[src/rtl/seven_seg_pkg.sv]
// -----------------------------------------------------------------------------
// seven_seg_pkg
// Shared definitions for the multiplexed seven-segment scanner:
//   NIBBLE_W      - width of one hex digit
//   DEF_TICK_DIV  - default clock cycles per digit slot
//   DEF_BLANK_CYC - default anti-ghosting blank cycles at the start of a slot
//   scan_state_t  - scan FSM state (BLANK, then DRIVE, within every slot)
// -----------------------------------------------------------------------------
package seven_seg_pkg;

   localparam int NIBBLE_W      = 4;
   localparam int DEF_TICK_DIV  = 50000;
   localparam int DEF_BLANK_CYC = 500;

   typedef enum logic {
      ST_BLANK = 1'b0,
      ST_DRIVE = 1'b1
   } scan_state_t;

endpackage : seven_seg_pkg

[src/rtl/scan_tick_gen.sv]
// -----------------------------------------------------------------------------
// scan_tick_gen
// Slot timebase for the scanner. A counter runs 0..TICK_DIV-1 and wraps; each
// wrap ends one digit slot.
// Ports:
//   clk       - clock, rising edge
//   rst_n     - asynchronous active-low reset (counter to 0)
//   slot_end  - high in the last cycle of a slot (counter == TICK_DIV-1)
//   blank_end - high in the last blank cycle of a slot (counter == BLANK_CYC-1)
// Both strobes are decoded from the counter register, so they are glitch-free
// with respect to the clock and line up with the cycle they describe.
// -----------------------------------------------------------------------------
module scan_tick_gen
   import seven_seg_pkg::*;
#(
   parameter int TICK_DIV  = DEF_TICK_DIV,   // >= 4
   parameter int BLANK_CYC = DEF_BLANK_CYC   // 1 <= BLANK_CYC < TICK_DIV
) (
   input  logic clk,
   input  logic rst_n,
   output logic slot_end,
   output logic blank_end
);

   localparam int CNT_W = $clog2(TICK_DIV);

   logic [CNT_W-1:0] cnt;

   assign slot_end  = (cnt == CNT_W'(TICK_DIV - 1));
   assign blank_end = (cnt == CNT_W'(BLANK_CYC - 1));

   // NOTE: sequential state is updated with non-blocking assignments so every
   // register samples pre-edge values regardless of block ordering.
   always_ff @(posedge clk or negedge rst_n) begin
      if (!rst_n) begin
         cnt <= '0;
      end else if (slot_end) begin
         cnt <= '0;
      end else begin
         cnt <= cnt + CNT_W'(1);
      end
   end

endmodule : scan_tick_gen

[src/rtl/seven_seg_scanner.sv]
// -----------------------------------------------------------------------------
// seven_seg_scanner
// Time-multiplexed driver for NUM_DIGITS hex digits. Each digit gets one slot
// of TICK_DIV cycles: BLANK_CYC cycles with every digit off (anti-ghosting),
// then the rest with only that digit enabled. A new value is taken through a
// one-deep valid/ready buffer and copied to the display only when the scan
// wraps back to digit 0, so a frame never shows a mix of old and new digits.
// Ports:
//   clk          - clock, rising edge
//   rst_n        - asynchronous active-low reset
//   value_i      - hex value to show, digit 0 in the least significant nibble
//   load_valid   - value_i is offered this cycle
//   load_ready   - pending buffer empty (handshake = load_valid && load_ready)
//   digit_nibble - nibble of the active digit, to the 7-segment decoder
//   digit_en_n   - active-low digit enables, at most one low
//   frame_done   - one-cycle pulse with the first blank cycle of digit 0
// All outputs are registered and trail the internal state by one cycle.
// Build option: define SEVEN_SEG_LZ_BLANK_EN to suppress leading zeros
// (digit 0 is always driven).
// -----------------------------------------------------------------------------
module seven_seg_scanner
   import seven_seg_pkg::*;
#(
   parameter int NUM_DIGITS = 4,              // 2..8
   parameter int TICK_DIV   = DEF_TICK_DIV,   // >= 4
   parameter int BLANK_CYC  = DEF_BLANK_CYC   // 1 <= BLANK_CYC < TICK_DIV
) (
   input  logic                             clk,
   input  logic                             rst_n,
   input  logic [NIBBLE_W*NUM_DIGITS-1:0]   value_i,
   input  logic                             load_valid,
   output logic                             load_ready,
   output logic [NIBBLE_W-1:0]              digit_nibble,
   output logic [NUM_DIGITS-1:0]            digit_en_n,
   output logic                             frame_done
);

   localparam int                IDX_W    = $clog2(NUM_DIGITS);
   localparam int                DATA_W   = NIBBLE_W * NUM_DIGITS;
   localparam logic [IDX_W-1:0]  LAST_IDX = IDX_W'(NUM_DIGITS - 1);

   scan_state_t         state;
   logic [IDX_W-1:0]    index;
   logic [DATA_W-1:0]   display_reg;
   logic [DATA_W-1:0]   pending;
   logic                frame_start;   // first cycle of a new frame (state view)

   logic                slot_end;
   logic                blank_end;
   logic                last_slot;
   logic                wrap;
   logic                handshake;
   logic [NIBBLE_W-1:0] nibble_sel;
   logic [NUM_DIGITS-1:0] en_drive;
   logic                lz_blank;

   scan_tick_gen #(
      .TICK_DIV  (TICK_DIV),
      .BLANK_CYC (BLANK_CYC)
   ) u_tick (
      .clk       (clk),
      .rst_n     (rst_n),
      .slot_end  (slot_end),
      .blank_end (blank_end)
   );

   assign last_slot = (index == LAST_IDX);
   assign wrap      = slot_end && last_slot;
   assign handshake = load_valid && load_ready;

   // Digit select and enable pattern for the current index.
   // NOTE: every combinational output gets a default before the loop, so no
   // path leaves it unassigned and no latch is inferred.
   always_comb begin
      nibble_sel = '0;
      en_drive   = '1;
      for (int k = 0; k < NUM_DIGITS; k++) begin
         if (index == IDX_W'(k)) begin
            nibble_sel  = display_reg[NIBBLE_W*k +: NIBBLE_W];
            en_drive[k] = 1'b0;
         end
      end
   end

`ifdef SEVEN_SEG_LZ_BLANK_EN
   // Walk from the most significant digit down; a digit is blanked while it
   // and everything above it is zero. Digit 0 is never part of the scan.
   always_comb begin : lz_scan
      logic zero_above;
      // NOTE: blocking assignments here, because zero_above is a running value
      // that each loop iteration must see updated immediately.
      zero_above = 1'b1;
      lz_blank   = 1'b0;
      for (int k = NUM_DIGITS - 1; k >= 1; k--) begin
         zero_above = zero_above && (display_reg[NIBBLE_W*k +: NIBBLE_W] == '0);
         if (index == IDX_W'(k)) begin
            lz_blank = zero_above;
         end
      end
   end
`else
   assign lz_blank = 1'b0;
`endif

   // Scan FSM plus the registered display outputs.
   always_ff @(posedge clk or negedge rst_n) begin
      if (!rst_n) begin
         state        <= ST_BLANK;
         index        <= '0;
         frame_start  <= 1'b0;
         digit_en_n   <= '1;
         digit_nibble <= '0;
         frame_done   <= 1'b0;
      end else begin
         if (slot_end) begin
            state <= ST_BLANK;
            index <= last_slot ? '0 : index + IDX_W'(1);
         end else if (state == ST_BLANK && blank_end) begin
            state <= ST_DRIVE;
         end
         // frame_done is delayed once more so it lands on the same cycle the
         // outputs show digit 0 blanking, not the cycle the state gets there.
         frame_start  <= wrap;
         frame_done   <= frame_start;
         digit_en_n   <= (state == ST_DRIVE && !lz_blank) ? en_drive : '1;
         digit_nibble <= nibble_sel;
      end
   end

   // Load buffer. load_ready doubles as the "pending empty" flag. A commit
   // needs the buffer already full when the wrap edge arrives, so a handshake
   // on that same edge waits for the following wrap. Commit and handshake are
   // mutually exclusive because one needs load_ready low and the other high.
   // NOTE: display_reg and pending are reset explicitly so a reset mid-load
   // throws the buffered value away instead of committing stale data.
   always_ff @(posedge clk or negedge rst_n) begin
      if (!rst_n) begin
         display_reg <= '0;
         pending     <= '0;
         load_ready  <= 1'b1;
      end else if (wrap && !load_ready) begin
         display_reg <= pending;
         load_ready  <= 1'b1;
      end else if (handshake) begin
         pending     <= value_i;
         load_ready  <= 1'b0;
      end
   end

endmodule : seven_seg_scanner

[config.mk]
export PLATFORM = sky130hd
export DESIGN_NAME = seven_seg_scanner
export DESIGN_NICKNAME = d
export VERILOG_FILES = /design/src/rtl/seven_seg_pkg.sv /design/src/rtl/scan_tick_gen.sv /design/src/rtl/seven_seg_scanner.sv
export SDC_FILE = /design/constraint.sdc
export NUM_CORES = 1
export LEC_CHECK = 0
export CORE_UTILIZATION = 55
export DETAILED_ROUTE_END_ITERATION = 16
export PLACE_DENSITY = 0.78
export SETUP_SLACK_MARGIN = 0.05
export SLEW_MARGIN = 10
export SYNTH_ARGS = -nofsm -noshare
export SYNTH_HDL_FRONTEND = slang
export SYNTH_SLANG_ARGS = --single-unit
[constraint.sdc]
create_clock -name clk -period 5.5 [get_ports clk]
set_clock_uncertainty 0.05 [all_clocks]
set_input_delay 1.65 -clock clk [delete_from_list [all_inputs] [get_ports clk]]
set_output_delay 1.65 -clock clk [all_outputs]
set_load 0.1 [all_outputs]
# [Word level (Yosys, flattened, before mapping)]
# Cells that the tools add are included.
[op_classes] addsub=2 n_mul=0 n_div=0 n_lt_le_gt_ge=0 n_eq_ne=5 shifts=0 muxes=15 bitwise=2 n_reduce_logical=9
[op_table] op="4-bit two-way mux" n=5
[op_table] op="16-bit by 1-bit adder with 16-bit output (second input constant)" n=1
[op_table] op="16-bit equality test (second input constant)" n=1
[op_table] op="16-bit by 9-bit equality test with 1-bit output (second input constant)" n=1
[op_table] op="16-bit two-way mux" n=1
[op_table] op="1-bit two-way mux" n=8
[op_table] op="2-bit equality test (second input constant)" n=2
[op_table] op="1-bit logical AND" n=4
[op_table] op="2-bit nonzero test" n=2
[op_table] op="2-bit by 1-bit adder with 2-bit output (second input constant)" n=1
[op_table] op="2-bit by 1-bit equality test with 1-bit output (second input constant)" n=1
[op_table] op="2-bit zero test" n=1
[op_table] op="2-bit two-way mux" n=1
[op_table] op="1-bit inverter" n=2
[op_table] op="2-bit AND reduction" n=1
[op_table] op="1-bit zero test" n=1
[word_totals] regBits=62 latchBits=0 ram_bits=0 romBits=0 inputBits=19 output_inout_bits=10 elab_cells=43 n_memories=0

# [Longest topological paths before layout]
[depth] word_depth=5 depth_mapped=7 depth_no_buf=6

# [Hierarchy]
# From an unflattened synthesis, not the netlist that was laid out.
[hier_totals] cells_unflattened=192 area_unflattened_um2=2591.2
[by_module_without_submodules] module="seven_seg_scanner" n_inst=1 cells_per_inst=119 area_per_inst_um2=1815.5 seq_area_each_um2=1157.4
[by_module_without_submodules] module="scan_tick_gen" n_inst=1 cells_per_inst=73 area_per_inst_um2=775.7 seq_area_each_um2=400.4

# [Least setup slack after synthesis]
# Ideal clock, no wire load.
[synth_path] path_type="input-to-reg" start="input port load_valid" end="register pending[0]" setup_ns=0.125 arrival_time_ns=2.547 required_ns=5.325 setup_slack_ns=2.778 cell_stages=3 path_buffers=1 path_cell_list="nand2_1 > clkbuf_1 > mux2_2"
[synth_via] elab_chain_cells=2
[synth_lines] element="from (decl)" line="seven_seg_scanner.sv:31" source="input logic load_valid,"
[synth_lines] element="1-bit logical AND" line="seven_seg_scanner.sv:69" source="assign handshake = load_valid && load_ready;"
[synth_lines] element="2-bit AND reduction (no source line)"
[synth_lines] element="to (signal assigned)" line="seven_seg_scanner.sv:145" source="pending <= value_i;"
[synth_lines] element="to (decl)" line="seven_seg_scanner.sv:45" source="logic [DATA_W-1:0] pending;"
# Every way passes these cells.
# A chain may end at the register's enable or synchronous reset.

# [Worst setup path in the final report]
[layout_path] start="register load_ready" end="output port load_ready"
[layout_lines] element="from (decl)" line="seven_seg_scanner.sv:32" source="output logic load_ready,"
[layout_lines] element="from (signal assigned)" line="seven_seg_scanner.sv:140" source="load_ready <= 1'b1;"
[layout_lines] element="from (signal assigned)" line="seven_seg_scanner.sv:143" source="load_ready <= 1'b1;"
[layout_lines] element="from (signal assigned)" line="seven_seg_scanner.sv:146" source="load_ready <= 1'b0;"
# No word-level cell between the ends.

==> results.json <==
{
  "outcome": "finished, violations left",
  "violations": "design-rule violations",
  "max_freq_mhz": 269.5,
  "rows": 24,
  "tightest_slew_ns": 0.9701,
  "r2r_cells": 4,
  "critPathBufInv": 1,
  "cts_resized": 0,
  "hp-start": "frame_start",
  "ctsHoldBuffers": 0,
  "worstPathRequired_ns": 3.80,
  "ios": 29,
  "max_slew_margin_pct": 35.12,
  "ir_drop_uv": 171.2,
  "power_per_cell_area_nw_per_um2": 264.5,
  "die_w_um": 71.20,
  "dpl-instance-area_um2": 2935,
  "finalSetupViolations": 0,
  "synth_edf_count": 0,
  "rr_endpoint": "display_reg[6]",
  "via_count": 1642,
  "clk_pin_slew_ns": 0.06,
  "total_power_mw": 0.8218,
  "clk_latency_ns": 0.34,
  "ff_latch_area_um2": 1558,
  "cts_setup_buffers": 0,
  "criticalPathCategory": "flip-flop to primary output",
  "syn_avg_cell_area_um2": 13.30,
  "ys.flop_type": "dfrtp_1",
  "hold_slack_ns": 0.3130,
  "r2r_start": "u_tick.cnt[11]",
  "drv_cap": 0,
  "firstDrtPassIters": 10,
  "finalCriticalPeriod_ns": 3.711,
  "grt_max_degree": 63,
  "cts_htree_levels": 3,
  "drt_iter0_drc": 102,
  "die_area_um2": 5069,
  "finalNetCount": 257,
  "synth_area_um2": 2634,
  "yosysSeqAreaShare_pct": 59.14,
  "fp.dieH_um": 71.20,
  "syn-num-nets": 223,
  "reg2reg_slack_ns": 2.19,
  "slowest_stage": "clkdlybuf4s50_1",
  "start_util_pct": 58.86,
  "critPathMaxStageDelay_ns": 1.13,
  "fin_crit_sh_pct": 67.47,
  "worstPathCellList": "clkdlybuf4s50_1",
  "ys_ff_latch": 62,
  "finalHoldViolCount": 0,
  "drv_slew": 0,
  "rsz0062_at_grt": "no",
  "n_fill_cell": 314,
  "wl_per_cell_um": 16.40,
  "ys_warn_count": 0,
  "p_leak_nw": 1.451,
  "numPortBuffers": 28,
  "whs_endpoint": "frame_done",
  "grt_usage_pct": 21.96,
  "synth_cell_type_count": 34,
  "drive_above_1_share_pct": 22.36,
  "syn2layout_area_growth_pct": 17.96,
  "cts.sinks": 62,
  "crit_path_max_fanout": 4,
  "numCtsBuffers": 9,
  "antenna_cells": 0,
  "syn_inst": 198,
  "async_reset_ff_share_pct": 100.0,
  "cp-end-kind": "primary output",
  "grt_pass1_wl_um": 8183,
  "cts_buffer_depth": 2,
  "whs_path_depth": 0,
  "crit_family": "buffers and inverters",
  "worstPathArrival_ns": 2.01,
  "drc": 3,
  "ant_nets": 0,
  "critical_path.startpoint": "load_ready",
  "postRouteWirelength_um": 4741,
  "cts_tree": "yes",
  "antenna_found_initial": 0,
  "vias_per_cell": 5.682,
  "stdcell_area_um2": 3107,
  "hpwl_um": 3168,
  "core_area_um2": 4474,
  "multiInputGateArea_um2": 1015,
  "finalWeightedCongestion": 0.8928,
  "cts_root_buf": "clkbuf_8",
  "setup-tns-final_ns": 0,
  "overflow": 0,
  "crit_path_start_kind": "flip-flop",
  "hold_class": "flip-flop to flip-flop",
  "grt_pass1_vias": 1744
}
## worst reg2reg max path, delay by kind of cell (launching register included)
family | cells | cell delay [ns]
flip-flops | 1 | 0.41
multiplexers | 1 | 0.43
AND/OR/NAND/NOR | 3 | 2.32
## cell usage in the layout (no fill, tap or decap), drive strengths merged, types with 2 or more instances in the layout
cell | Yosys | layout
dfrtp | 57 | 57
mux2 | 32 | 32
clkdlybuf4s50 | 0 | 27
nand2 | 16 | 16
clkbuf | 4 | 15
nor2 | 11 | 11
xnor2 | 7 | 7
xor2 | 6 | 6
ha | 6 | 6
nor4 | 6 | 6
nand3 | 5 | 5
nor2b | 5 | 5
dfstp | 5 | 5
nand4 | 4 | 4
inv | 4 | 4
o21ai | 4 | 4
nor3 | 3 | 3
a21oi | 3 | 3
a221oi | 3 | 3
o31ai | 3 | 3
and4 | 2 | 2
buf | 2 | 2
## worst max-delay path by stage
| stage | cells after the start | slack [ns] | endpoint |
|---|---|---|---|
| after CTS | 1 | 1.76 | load_ready |
| final | 1 | 1.79 | load_ready |
| after global placement | 1 | 2.15 | load_ready |
| after global routing | 1 | 1.73 | load_ready |
| after floorplan | 3 | 2.78 | pending[0] |
| after detailed placement | 1 | 2.14 | load_ready |
## Yosys cell counts, drive strengths merged (2+ instances only)
| cell | number | area (um2) |
|---|---|---|
| a221oi | 3 | 26.28 |
| dfstp | 5 | 131.4 |
| xnor2 | 7 | 61.31 |
| nand3 | 5 | 25.02 |
| a21oi | 3 | 15.01 |
| nor2b | 5 | 31.28 |
| clkbuf | 4 | 15.01 |
| nand2 | 16 | 60.06 |
| and4 | 2 | 17.52 |
| nand4 | 4 | 25.02 |
| mux2 | 32 | 394.1 |
| dfrtp | 57 | 1426 |
| nor2 | 11 | 41.29 |
| nor4 | 6 | 52.55 |
| ha | 6 | 75.07 |
| o31ai | 3 | 22.52 |
| inv | 4 | 15.01 |
| o21ai | 4 | 20.02 |
| nor3 | 3 | 15.01 |
| buf | 2 | 31.28 |
| xor2 | 6 | 52.55 |
## kinds of logic after synthesis
| kind of cell | count (synthesis) | synth area share, % |
|---|---|---|
| adder cells (fa/ha/maj) | 6 | 2.850 |
| buffers and inverters | 10 | 2.327 |
| flip-flops | 62 | 59.15 |
| XOR/XNOR | 13 | 4.323 |
| AO/OA/AOI/OAI | 15 | 3.706 |
| AND/OR/NAND/NOR | 60 | 12.68 |
| multiplexers | 32 | 14.96 |
## through the flow
step / setup slack (ns) / instances / util [%]
after floorplan: 2.778 / 198 / -
after global placement: 2.147 / 273 / 65.60
after detailed placement: 2.139 / 273 / 65.60
after CTS: 1.764 / 289 / 69.44
after global routing: 1.733 / 289 / 69.44
final: 1.789 / 289 / 69.44
## layer usage
metal  share of wire, %  global-route usage (%)
met5                  0                       0
met4                1.1                   7.111
met3                5.0                   9.972
met2                 48                   33.97
met1                 46                   27.67
## report_power, final
part	total, mW	internal [mW]	switching, mW	leakage [nW]
sequential	0.456	0.456	0	0.835
clock	0.344	0.188	0.156	0.0877
combinational	0.0216	0.0113	0.0103	0.528
total	0.822	0.656	0.166	1.45
## cell type report
type,count,share of cell area [%]
flip-flops and latches,62,50.14
clock buffers,15,5.356
well taps,52,2.094
inverters,4,0.4833
multi-input cells,126,32.66
repair buffers,29,9.102
clock inverters,1,0.1611
Note: power is estimated with default switching activity, not from simulation.
